`config.mk`:
```
export PLATFORM = sky130hd
export DESIGN_NAME = posit_extract_pipe_flat
export DESIGN_NICKNAME = d
export VERILOG_FILES = /design/src/rtl/posit_extract_pipe_if.sv /design/src/rtl/posit_extract_pipe.sv /design/src/flat_wrapper.sv
export SDC_FILE = /design/constraint.sdc
export NUM_CORES = 1
export LEC_CHECK = 0
export ABC_AREA = 1
export CORE_MARGIN = 2
export CORE_UTILIZATION = 35
export DETAILED_ROUTE_END_ITERATION = 10
export GPL_ROUTABILITY_DRIVEN = 0
export GPL_TIMING_DRIVEN = 1
export PLACE_DENSITY = 0.6
export SLEW_MARGIN = 20
export SYNTH_ARGS = -nofsm -noshare
export SYNTH_HDL_FRONTEND = slang
export SYNTH_SLANG_ARGS = --single-unit
```
`constraint.sdc`:
```
create_clock -name clk -period 5.2 [get_ports clk]
set_input_delay 1.04 -clock clk [delete_from_list [all_inputs] [get_ports clk]]
set_output_delay 1.04 -clock clk [all_outputs]
set_load 0.1 [all_outputs]
```
`src/rtl/posit_extract_pipe_if.sv`:
```
// Stream bundle for the posit decoder: raw posit + tag in, decoded fields + tag out.
// slave is the decoder's view, master is the producer/consumer environment's view.
interface posit_extract_pipe_if #(
  parameter int NBITS = 32,
  parameter int ES    = 3,
  parameter int TAG_W = 8
);
  localparam int SBITS = $clog2(NBITS) + ES + 1;
  localparam int FBITS = NBITS - ES - 3;

  logic             in_valid;
  logic             in_ready;
  logic [NBITS-1:0] in_data;
  logic [TAG_W-1:0] in_tag;

  logic             out_valid;
  logic             out_ready;
  logic             out_sign;
  logic             out_zero;
  logic             out_inf;
  logic [SBITS-1:0] out_scale;
  logic [FBITS-1:0] out_fraction;
  logic [NBITS-2:0] out_abs;
  logic [TAG_W-1:0] out_tag;

  modport slave (
    input  in_valid, in_data, in_tag, out_ready,
    output in_ready, out_valid, out_sign, out_zero, out_inf,
           out_scale, out_fraction, out_abs, out_tag
  );

  modport master (
    output in_valid, in_data, in_tag, out_ready,
    input  in_ready, out_valid, out_sign, out_zero, out_inf,
           out_scale, out_fraction, out_abs, out_tag
  );
endinterface

```
`src/rtl/posit_extract_pipe.sv`:
```
// Two-stage posit decoder: stage 1 takes |x| and flags, stage 2 decodes regime/exponent/fraction.
// Latency 2 cycles, 1/cycle throughput; in_ready drops only when both stages are full and out_ready is low.
module posit_extract_pipe #(
  parameter int NBITS = 32,
  parameter int ES    = 3,
  parameter int TAG_W = 8
) (
  input  logic                clk,
  input  logic                reset_n,
  posit_extract_pipe_if.slave io
);
  localparam int SBITS = $clog2(NBITS) + ES + 1;
  localparam int FBITS = NBITS - ES - 3;
  localparam int MW    = $clog2(NBITS) + 1;
  localparam int IW    = $clog2(NBITS);
  localparam int EW    = (ES > 0) ? ES : 1;

  logic [1:0] rst_sync_q, rst_sync_d;
  logic       rst_n_int;

  logic adv1, adv2;

  logic             s1_valid_q, s1_valid_d;
  logic             s1_sign_q,  s1_sign_d;
  logic             s1_zero_q,  s1_zero_d;
  logic             s1_inf_q,   s1_inf_d;
  logic [NBITS-2:0] s1_u_q,     s1_u_d;
  logic [TAG_W-1:0] s1_tag_q,   s1_tag_d;

  logic             s2_valid_q, s2_valid_d;
  logic             s2_sign_q,  s2_sign_d;
  logic             s2_zero_q,  s2_zero_d;
  logic             s2_inf_q,   s2_inf_d;
  logic [SBITS-1:0] s2_scale_q, s2_scale_d;
  logic [FBITS-1:0] s2_frac_q,  s2_frac_d;
  logic [NBITS-2:0] s2_abs_q,   s2_abs_d;
  logic [TAG_W-1:0] s2_tag_q,   s2_tag_d;

  logic                    reg_bit;
  logic                    run;
  logic [MW-1:0]           m;
  logic [MW-1:0]           sh;
  logic signed [SBITS-1:0] m_s;
  logic signed [SBITS-1:0] k;
  logic signed [SBITS-1:0] dec_scale;
  logic [EW-1:0]           dec_e;
  logic [FBITS-1:0]        dec_frac;
  int                      p;

  // Reset asserts asynchronously but releases on a clock edge.
  always_comb rst_sync_d = {rst_sync_q[0], 1'b1};

  always_ff @(posedge clk or negedge reset_n) begin
    if (!reset_n) rst_sync_q <= '0;
    else          rst_sync_q <= rst_sync_d;
  end

  assign rst_n_int = rst_sync_q[1];

  always_comb begin
    adv2 = !s2_valid_q || io.out_ready;
    adv1 = !s1_valid_q || adv2;
  end

  always_comb begin
    s1_valid_d = adv1 ? io.in_valid : s1_valid_q;
    s1_sign_d  = s1_sign_q;
    s1_zero_d  = s1_zero_q;
    s1_inf_d   = s1_inf_q;
    s1_u_d     = s1_u_q;
    s1_tag_d   = s1_tag_q;
    if (adv1 && io.in_valid) begin
      s1_sign_d = io.in_data[NBITS-1];
      s1_zero_d = (io.in_data == '0);
      s1_inf_d  = (io.in_data == {1'b1, {(NBITS-1){1'b0}}});
      // Low bits of the negation equal the negation of the low bits.
      s1_u_d    = io.in_data[NBITS-1] ? (~io.in_data[NBITS-2:0] + (NBITS-1)'(1))
                                      : io.in_data[NBITS-2:0];
      s1_tag_d  = io.in_tag;
    end
  end

  always_comb begin
    reg_bit  = s1_u_q[NBITS-2];
    m        = '0;
    run      = 1'b1;
    p        = 0;
    dec_e    = '0;
    dec_frac = '0;
    for (int i = NBITS - 2; i >= 0; i--) begin
      if (run && (s1_u_q[i] == reg_bit)) m = m + MW'(1);
      else                               run = 1'b0;
    end
    sh  = m + MW'(1);
    m_s = SBITS'(m);
    k   = reg_bit ? (m_s - SBITS'(1)) : -m_s;
    // Bit positions that fall below the LSB simply stay zero.
    for (int j = 0; j < ES; j++) begin
      p = NBITS - 2 - int'(sh) - j;
      if (p >= 0) dec_e[ES-1-j] = s1_u_q[p[IW-1:0]];
    end
    for (int j = 0; j < FBITS; j++) begin
      p = NBITS - 2 - int'(sh) - ES - j;
      if (p >= 0) dec_frac[FBITS-1-j] = s1_u_q[p[IW-1:0]];
    end
    dec_scale = (k <<< ES) + SBITS'(dec_e);
  end

  always_comb begin
    s2_valid_d = adv2 ? s1_valid_q : s2_valid_q;
    s2_sign_d  = s2_sign_q;
    s2_zero_d  = s2_zero_q;
    s2_inf_d   = s2_inf_q;
    s2_scale_d = s2_scale_q;
    s2_frac_d  = s2_frac_q;
    s2_abs_d   = s2_abs_q;
    s2_tag_d   = s2_tag_q;
    if (adv2 && s1_valid_q) begin
      s2_sign_d  = s1_sign_q;
      s2_zero_d  = s1_zero_q;
      s2_inf_d   = s1_inf_q;
      s2_scale_d = (s1_zero_q || s1_inf_q) ? '0 : dec_scale;
      s2_frac_d  = (s1_zero_q || s1_inf_q) ? '0 : dec_frac;
      s2_abs_d   = (s1_zero_q || s1_inf_q) ? '0 : s1_u_q;
      s2_tag_d   = s1_tag_q;
    end
  end

  always_ff @(posedge clk or negedge rst_n_int) begin
    if (!rst_n_int) begin
      s1_valid_q <= 1'b0;
      s1_sign_q  <= 1'b0;
      s1_zero_q  <= 1'b0;
      s1_inf_q   <= 1'b0;
      s1_u_q     <= '0;
      s1_tag_q   <= '0;
      s2_valid_q <= 1'b0;
      s2_sign_q  <= 1'b0;
      s2_zero_q  <= 1'b0;
      s2_inf_q   <= 1'b0;
      s2_scale_q <= '0;
      s2_frac_q  <= '0;
      s2_abs_q   <= '0;
      s2_tag_q   <= '0;
    end else begin
      s1_valid_q <= s1_valid_d;
      s1_sign_q  <= s1_sign_d;
      s1_zero_q  <= s1_zero_d;
      s1_inf_q   <= s1_inf_d;
      s1_u_q     <= s1_u_d;
      s1_tag_q   <= s1_tag_d;
      s2_valid_q <= s2_valid_d;
      s2_sign_q  <= s2_sign_d;
      s2_zero_q  <= s2_zero_d;
      s2_inf_q   <= s2_inf_d;
      s2_scale_q <= s2_scale_d;
      s2_frac_q  <= s2_frac_d;
      s2_abs_q   <= s2_abs_d;
      s2_tag_q   <= s2_tag_d;
    end
  end

  assign io.in_ready     = adv1;
  assign io.out_valid    = s2_valid_q;
  assign io.out_sign     = s2_sign_q;
  assign io.out_zero     = s2_zero_q;
  assign io.out_inf      = s2_inf_q;
  assign io.out_scale    = s2_scale_q;
  assign io.out_fraction = s2_frac_q;
  assign io.out_abs      = s2_abs_q;
  assign io.out_tag      = s2_tag_q;
endmodule

```
`src/flat_wrapper.sv`:
```
// flat-port wrapper written by rule: the top's interface ports become plain ports
module posit_extract_pipe_flat 
#(
  parameter int NBITS = 32,
  parameter int ES    = 3,
  parameter int TAG_W = 8
)
  (clk, reset_n, io_in_valid, io_in_data, io_in_tag, io_out_ready, io_in_ready, io_out_valid, io_out_sign, io_out_zero, io_out_inf, io_out_scale, io_out_fraction, io_out_abs, io_out_tag);
  posit_extract_pipe_if #(.NBITS(NBITS), .ES(ES), .TAG_W(TAG_W)) io_i ();
  input  logic clk;
  input  logic reset_n;
  input wire logic [$bits(io_i.in_valid)-1:0] io_in_valid;
  input wire logic [$bits(io_i.in_data)-1:0] io_in_data;
  input wire logic [$bits(io_i.in_tag)-1:0] io_in_tag;
  input wire logic [$bits(io_i.out_ready)-1:0] io_out_ready;
  output wire logic [$bits(io_i.in_ready)-1:0] io_in_ready;
  output wire logic [$bits(io_i.out_valid)-1:0] io_out_valid;
  output wire logic [$bits(io_i.out_sign)-1:0] io_out_sign;
  output wire logic [$bits(io_i.out_zero)-1:0] io_out_zero;
  output wire logic [$bits(io_i.out_inf)-1:0] io_out_inf;
  output wire logic [$bits(io_i.out_scale)-1:0] io_out_scale;
  output wire logic [$bits(io_i.out_fraction)-1:0] io_out_fraction;
  output wire logic [$bits(io_i.out_abs)-1:0] io_out_abs;
  output wire logic [$bits(io_i.out_tag)-1:0] io_out_tag;
  assign io_i.in_valid = io_in_valid;
  assign io_i.in_data = io_in_data;
  assign io_i.in_tag = io_in_tag;
  assign io_i.out_ready = io_out_ready;
  assign io_in_ready = io_i.in_ready;
  assign io_out_valid = io_i.out_valid;
  assign io_out_sign = io_i.out_sign;
  assign io_out_zero = io_i.out_zero;
  assign io_out_inf = io_i.out_inf;
  assign io_out_scale = io_i.out_scale;
  assign io_out_fraction = io_i.out_fraction;
  assign io_out_abs = io_i.out_abs;
  assign io_out_tag = io_i.out_tag;
  posit_extract_pipe #(.NBITS(NBITS), .ES(ES), .TAG_W(TAG_W)) u_core (.clk(clk), .reset_n(reset_n), .io(io_i));
endmodule
```
* After elaboration in Yosys (flattened, before gate mapping)
Cells that the tools add are included.
Word-level totals: register bits after elaboration 123, input bits 44, output and inout port bits 79, word-level logic and storage cells 356
Cells by class: $add $sub $neg 63, $lt $le $gt $ge 58, equal/unequal tests 31, mux-type cells 151, bitwise logic cells 1, reduce and logical (&&, ||, !) cells 37
Operator list (number):
- greater-or-equal comparator 32 x 1 -> 1 bit (second input constant) | 29
- subtractor 32 x 6 -> 32 bit (second input constant) | 10
- subtractor 32 x 5 -> 32 bit (second input constant) | 8
- 2-to-1 mux 6 bit | 30
- adder 6 x 1 -> 6 bit (second input constant) | 29
- less-than comparator 5 x 6 -> 1 bit (second input constant) | 29
- binary-select mux 1 bit (select 5 bit) | 29
- subtractor 32 x 3 -> 32 bit (second input constant) | 4
- subtractor 32 x 4 -> 32 bit (second input constant) | 4
- 2-to-1 mux 1 bit | 87
- subtractor 32 x 2 -> 32 bit (second input constant) | 2
- 2-to-1 mux 31 bit | 2
- equality test 32 bit (second input constant) | 1
- logical NOT 32 bit | 1
- adder 31 x 1 -> 31 bit (second input constant) | 1
- logical AND 1 bit | 31
- NOT 31 bit | 1
- equality test 1 bit | 30
- 2-to-1 mux 26 bit | 1
- adder 9 x 3 -> 9 bit | 1
- 2-to-1 mux 9 bit | 1
- subtractor 5 x 6 -> 7 bit (first input constant) | 1
- negator 6 bit | 1
- subtractor 6 x 1 -> 6 bit (second input constant) | 1
- 4 further kinds | 7

* Logic depth before layout (Yosys ltp)
depth after elaboration 68, mapped depth 114, gate-level depth less buffers 113

* Least setup slack after synthesis
No wires, ideal clock.
kind reg2reg, from register u_core.s1_u_q[30], to register u_core.s2_frac_q[21] (netlist: u_core.io.out_fraction[21]), library setup time 0.125 ns, arrival 14.440 ns, path slack -9.365 ns, stages on the path, launching flop included 111, buffers on the path 3, period minus slack after synthesis 14.565 ns, cell sequence dfrtp_1 -> buf_6 -> buf_2 -> xor2_1 -> nand2_1 -> nand2_1 -> inv_1 -> ha_1 -> inv_1 -> nand3_1 -> nand2_1 -> inv_1 -> ha_1 -> inv_1 -> nand2_1 -> nand2_1 -> inv_1 -> ha_1 -> [75 not listed] -> nand3_1 -> clkinv_1 -> nand3_4 -> nand2_1 -> nor2_4 -> inv_1 -> nor3_2 -> nand2_1 -> ha_1 -> nor2_1 -> nand3b_1 -> or3_1 -> nor3_1 -> nand4_1 -> nor2_4 -> nand2_2 -> nor2_1 -> o21ai_1
Between the ends: word-level cells in the longest chain between the ends 68, elaborated cells between the ends (all ways) 156, those cells by class 33 x add/sub; 1 x order compare; 30 x eq/ne; 63 x mux; 29 x reduce/logical
Ends and longest elaborated chain:
- start: declaration | RTL line posit_extract_pipe.sv:27 | logic [NBITS-2:0] s1_u_q, s1_u_d;
- start signal: assignment | RTL line posit_extract_pipe.sv:150 | s1_u_q <= s1_u_d;
- parallel branches: the longest is 66 deep, another holds adder 6 x 1 -> 6 bit
- 2-to-1 mux 1 bit * | RTL line posit_extract_pipe.sv:104 | if (p >= 0) dec_frac[FBITS-1-j] = s1_u_q[p[IW-1:0]];
- 2-to-1 mux 26 bit * | RTL line posit_extract_pipe.sv:123 | s2_frac_d = (s1_zero_q || s1_inf_q) ? '0 : dec_frac;
- end signal: assignment | RTL line posit_extract_pipe.sv:157 | s2_frac_q <= s2_frac_d;
- end: declaration | RTL line posit_extract_pipe.sv:35 | logic [FBITS-1:0] s2_frac_q, s2_frac_d;
Every way passes the cells marked *. The select of a mux whose other input is x is not followed. A chain may end at the register's enable or synchronous reset.

* Worst setup path after layout
from register u_core.s1_u_q[30], to register u_core.s2_frac_q[22] (netlist: u_core.io.out_fraction[22])
Between the ends: word-level cells in the longest chain between the ends 68, elaborated cells between the ends (all ways) 156, those cells by class 33 x add/sub; 1 x order compare; 30 x eq/ne; 63 x mux; 29 x reduce/logical
Ends and longest elaborated chain (RTL line):
- parallel branches: the longest is 66 deep, another holds adder 6 x 1 -> 6 bit
- 2-to-1 mux 1 bit * | posit_extract_pipe.sv:104
- 2-to-1 mux 26 bit * | posit_extract_pipe.sv:123
Marked as above.

==> summary.txt <==
Status
  – Status: complete, but fails checks
  – Violated checks: setup timing

Synth
  – Library cells used by synthesis: 50
  – Number of synthesized flops with an enable pin: 0
  – Synth Area in Simple Gates: 43.5%
  – Post-synthesis adder-cell area fraction: 6.76%
  – Post-synthesis sequential area ratio: 22.8%
  – Post-Syn Nets: 2,388
  – Syn Area/Cell: 5.95 um2
  – Top_reg_cell synth: dfrtp_1
  – Largest family of logic cells by synthesized area: simple AND/OR/NAND/NOR gates
  – Post-synthesis xor/xnor area fraction: 4.15%
  – Seq cells post-synth: ~120
  – Async set-reset flop share out of synthesis: 100%
  – Mapped Cells: 2,271
  – YS warnings: 0
  – Mapped Area: 13,500 um2
  – Multiplexer share of the synthesized area: less than 1%
  – Compound-gate portion of the synthesized area: between 10% and 20%

Die
  – Row count: a little over 70
  – Die X: 201 um
  – Core ar.: 37,800 um2
  – I/O pins: 123
  – Chip height: 201 um
  – Initial core utilization: about 36%
  – Die area: between 40,000 and 50,000 um2

Finish
  – Synth-to-layout area growth: 60.5%
  – Fin cells: 3,445
  – Final nets: 3,037
  – Util after Layout: 57.3%
  – Final Instance Area: 21,700 um2
  – Proportion of layout cells with a drive suffix above 1: 32.7%

Clock network
  – CTS buffer count: 17
  – H-tree depth: 4
  – Clock Pin Slew Worst Setup and Hold Paths: around 0.06 ns
  – CTS tree: done
  – Clock network latency to the later pin of the worst-skew pair: 0.45 ns
  – Root Driver: clkbuf_16
  – Sink Count: around 120
  – Worst-case clock buffer depth: 2

Detailed routing
  – Wire per inst: 15.3 um
  – Drc violations: 0
  – Vias per inst: 4.98
  – Drt initial violations: around 1,100
  – Drt pass-1 iters: 5
  – Total Wirelength: 52,600 um
  – Vias: 17,158
  – Final ANT Viol Nets: 0

STA
  – Final min period: approximately 14 ns
  – Final Skew: 0.00950 ns
  – Final setup violation count: 35
  – Slew margin rel.: 30.5%
  – Max-slew violations: 0
  – RSZ-0062 raised after global routing: yes
  – Final Hold Fails: 0
  – Min setup slack post-route: -8.82 ns
  – Tcrit/Tclk final: 270%
  – Max Freq: 71.3 MHz
  – Slew @ Worst Pin: 1.04 ns

Global route
  – Number of global-route vias before repair: 16,846
  – Gr usage total: 25.0%
  – Antenna violations before repair: 1
  – First-pass GRT wire length: 81,800 um
  – Largest net degree at the start of global routing: slightly below 80
  – Gr ovfl total: 0

Hold path
  – Worst min path class: flip-flop to flip-flop

Setup path
  – Crit. End Element: flip-flop
  – CP Max Fanout: 5
  – Cell mode on critical path: nand2_2
  – Startpoint class of the critical path: flip-flop
  – Critical Path AT: around 14 ns
  – Req. time, crit path: 5.53 ns
  – CP max stage cell: dfrtp_2
  – CP max stage delay: 0.44 ns
  – Critical path type: flip-flop to flip-flop

Placed design
  – Number of port buffers: ~120
  – Post-DP HPWL: 35,300 um
  – Pre-CTS WS: -8.87 ns
  – Post-DP Area: 18,200 um2
  – Cell count after placement: between 3,000 and 4,000

Power and ir drop
  – Final total power: around 15 mW
  – Comb power frac: between 80 and 90%
  – Cell area power density: 677 nW/um2
  – Reg power frac: 9.8%
  – Internal power: between 6 and 7 mW
  – Clock Power Share: 9.2%
  – Leak: 11.3 nW
  – Net Sw Power: 8.00 mW
  – Peak supply drop: between 0.0004 and 0.0005 V
  – Sw Ratio: about 54%

Job
  – Max cap viols: 0
## placed cells by master, fill, tap and decap left out, types with 14 or more instances in the layout
master             n
clkdlybuf4s50_1  122
nand2_4           19
nor2_4            29
nand2_1          733
nand2_2           84
nor2_1           126
ha_4              23
nand3_1          170
o21ai_2           17
clkbuf_16         18
o21ai_0          171
buf_6             24
inv_2             40
xor2_1            45
dfrtp_1          120
a21oi_1           28
nand4_1           35
nand3_2           56
xnor2_1           14
o21ai_1           33
buf_4            520
ha_1              49
nor2_2            24
inv_1            268
## Yosys cell counts (4+ instances only)
| cell type | instances | share of area [%] |
|---|---|---|
| nand2_1 | 794 | 22 |
| inv_1 | 292 | 8.1 |
| o21ai_0 | 212 | 7.8 |
| nand3_1 | 207 | 7.7 |
| nor2_1 | 163 | 4.5 |
| dfrtp_1 | 123 | 23 |
| ha_1 | 73 | 6.8 |
| xor2_1 | 50 | 3.2 |
| clkbuf_1 | 46 | 1.3 |
| nand2_2 | 38 | 1.8 |
| a21oi_1 | 35 | 1.3 |
| nand4_1 | 35 | 1.6 |
| nand3_2 | 24 | 1.8 |
| inv_2 | 22 | 0.61 |
| o21ai_1 | 14 | 0.52 |
| xnor2_1 | 14 | 0.91 |
| or2_2 | 12 | 0.56 |
| nor3_1 | 9 | 0.33 |
| clkinv_1 | 8 | 0.22 |
| nor2_2 | 8 | 0.37 |
| o211ai_1 | 8 | 0.44 |
| a31oi_1 | 7 | 0.32 |
| nand3b_1 | 7 | 0.39 |
| nor2_4 | 7 | 0.58 |
| nor4_1 | 6 | 0.28 |
| buf_1 | 5 | 0.14 |
| nand2_4 | 5 | 0.42 |
| nand3_4 | 5 | 0.65 |
| a21oi_2 | 4 | 0.26 |
| and2_1 | 4 | 0.19 |
## registers in the layout (all words and copies together) (netlist names)
register and count:
u_core.s1_inf_q 1, u_core.io.out_sign 1, u_core.s1_valid_q 1, u_core.s1_zero_q 1, u_core.s1_sign_q 1, u_core.io.out_zero 1
u_core.io.out_fraction 26, u_core.io.out_scale 9, u_core.s1_u_q 31, u_core.rst_sync_q 2, u_core.s1_tag_q 8, u_core.io.out_abs 31
u_core.io.out_valid 1, u_core.io.out_tag 8, u_core.io.out_inf 1
## power by group through the flow
stage | logic [mW] | registers (mW) | clock network (mW)
final | 11.9 | 1.44 | 1.34
after global routing | 12.9 | 1.48 | 1.40
after CTS | 11.0 | 1.44 | 1.37
after detailed placement | 9.86 | 1.45 | 0
after global placement | 9.70 | 1.45 | 0
after floorplan | 4.83 | 3.07 | 0
## final cells by class
type / instances / area, um2
Fill cell: 3448 / 16100
Multi-Input combinational cell: 1768 / 10200
Timing Repair Buffer: 688 / 5860
Sequential cell: 123 / 3080
Inverter: 322 / 1230
Tap cell: 511 / 639
Clock buffer: 20 / 457
Clock inverter: 12 / 184
Antenna cell: 1 / 2.50
## what timing repair did
| item | CTS | global route |
|---|---|---|
| hold buffers | 0 | 0 |
| resized for setup | 154 | 192 |
| pin swaps | 76 | 108 |
| gates cloned | 5 | 1 |
| setup endpoints to repair | 35 | 35 |
| setup buffers | 151 | 32 |
## worst paths after layout
path | cells past startpoint | start | slack [ns] | to
worst max register to register | 102 | u_core.s1_u_q[30]$_DFFE_PN0P_ | -8.82 | u_core.io.out_fraction[22]$_DFFE_PN0P_
worst min-delay path | 0 | u_core.rst_sync_q[0]$_DFF_PN0_ | 0.36 | u_core.rst_sync_q[1]$_DFF_PN0_
min in group asynchronous | 0 | u_core.rst_sync_q[1]$_DFF_PN0_ | 0.46 | u_core.io.out_tag[3]$_DFFE_PN0P_
worst max-delay path | 102 | u_core.s1_u_q[30]$_DFFE_PN0P_ | -8.82 | u_core.io.out_fraction[22]$_DFFE_PN0P_
worst min register to register | 0 | u_core.rst_sync_q[0]$_DFF_PN0_ | 0.36 | u_core.rst_sync_q[1]$_DFF_PN0_
max in group asynchronous | 1 | u_core.rst_sync_q[1]$_DFF_PN0_ | 3.35 | u_core.s1_u_q[30]$_DFFE_PN0P_
## critical path: cells and delay by family, from the launching register on
family | cells | cell delay [ns]
adders and majority gates | 17 | 4.34
muxes | 1 | 0.15
AOI/OAI and AO/OA | 15 | 1.73
DFF | 1 | 0.44
buffers and inverters | 19 | 1.57
and+or+nand+nor | 50 | 5.64
## routing by layer
metal	vias to the layer above	wire length (um)	global-route usage, %
li1	8520	-	-
met1	7934	22500	30.9
met2	537	24600	42.1
met3	167	2830	3.67
met4	0	2600	12.9
met5	-	0	0
## logic make-up (layout without fill, tap and decap cells)
| family | after synthesis | after routing |
|---|---|---|
| AND/OR/NAND/NOR | 1331 | 1332 |
| buffers and inverters | 381 | 1042 |
| AO/OA/AOI/OAI | 293 | 293 |
| flip-flops | 123 | 123 |
| adder cells (fa/ha/maj) | 73 | 73 |
| XOR/XNOR | 64 | 64 |
| multiplexers | 5 | 5 |
| other | 1 | 2 |
## stage by stage
stage	setup TNS [ns]	hold slack, ns
floorplan	-255.45	0.331
global placement	-269.40	0.338
detailed placement	-285.81	0.348
CTS	-267.06	0.364
global route	-309.29	0.362
finish	-285.33	0.357
Note: power is estimated with default switching activity, not from simulation.
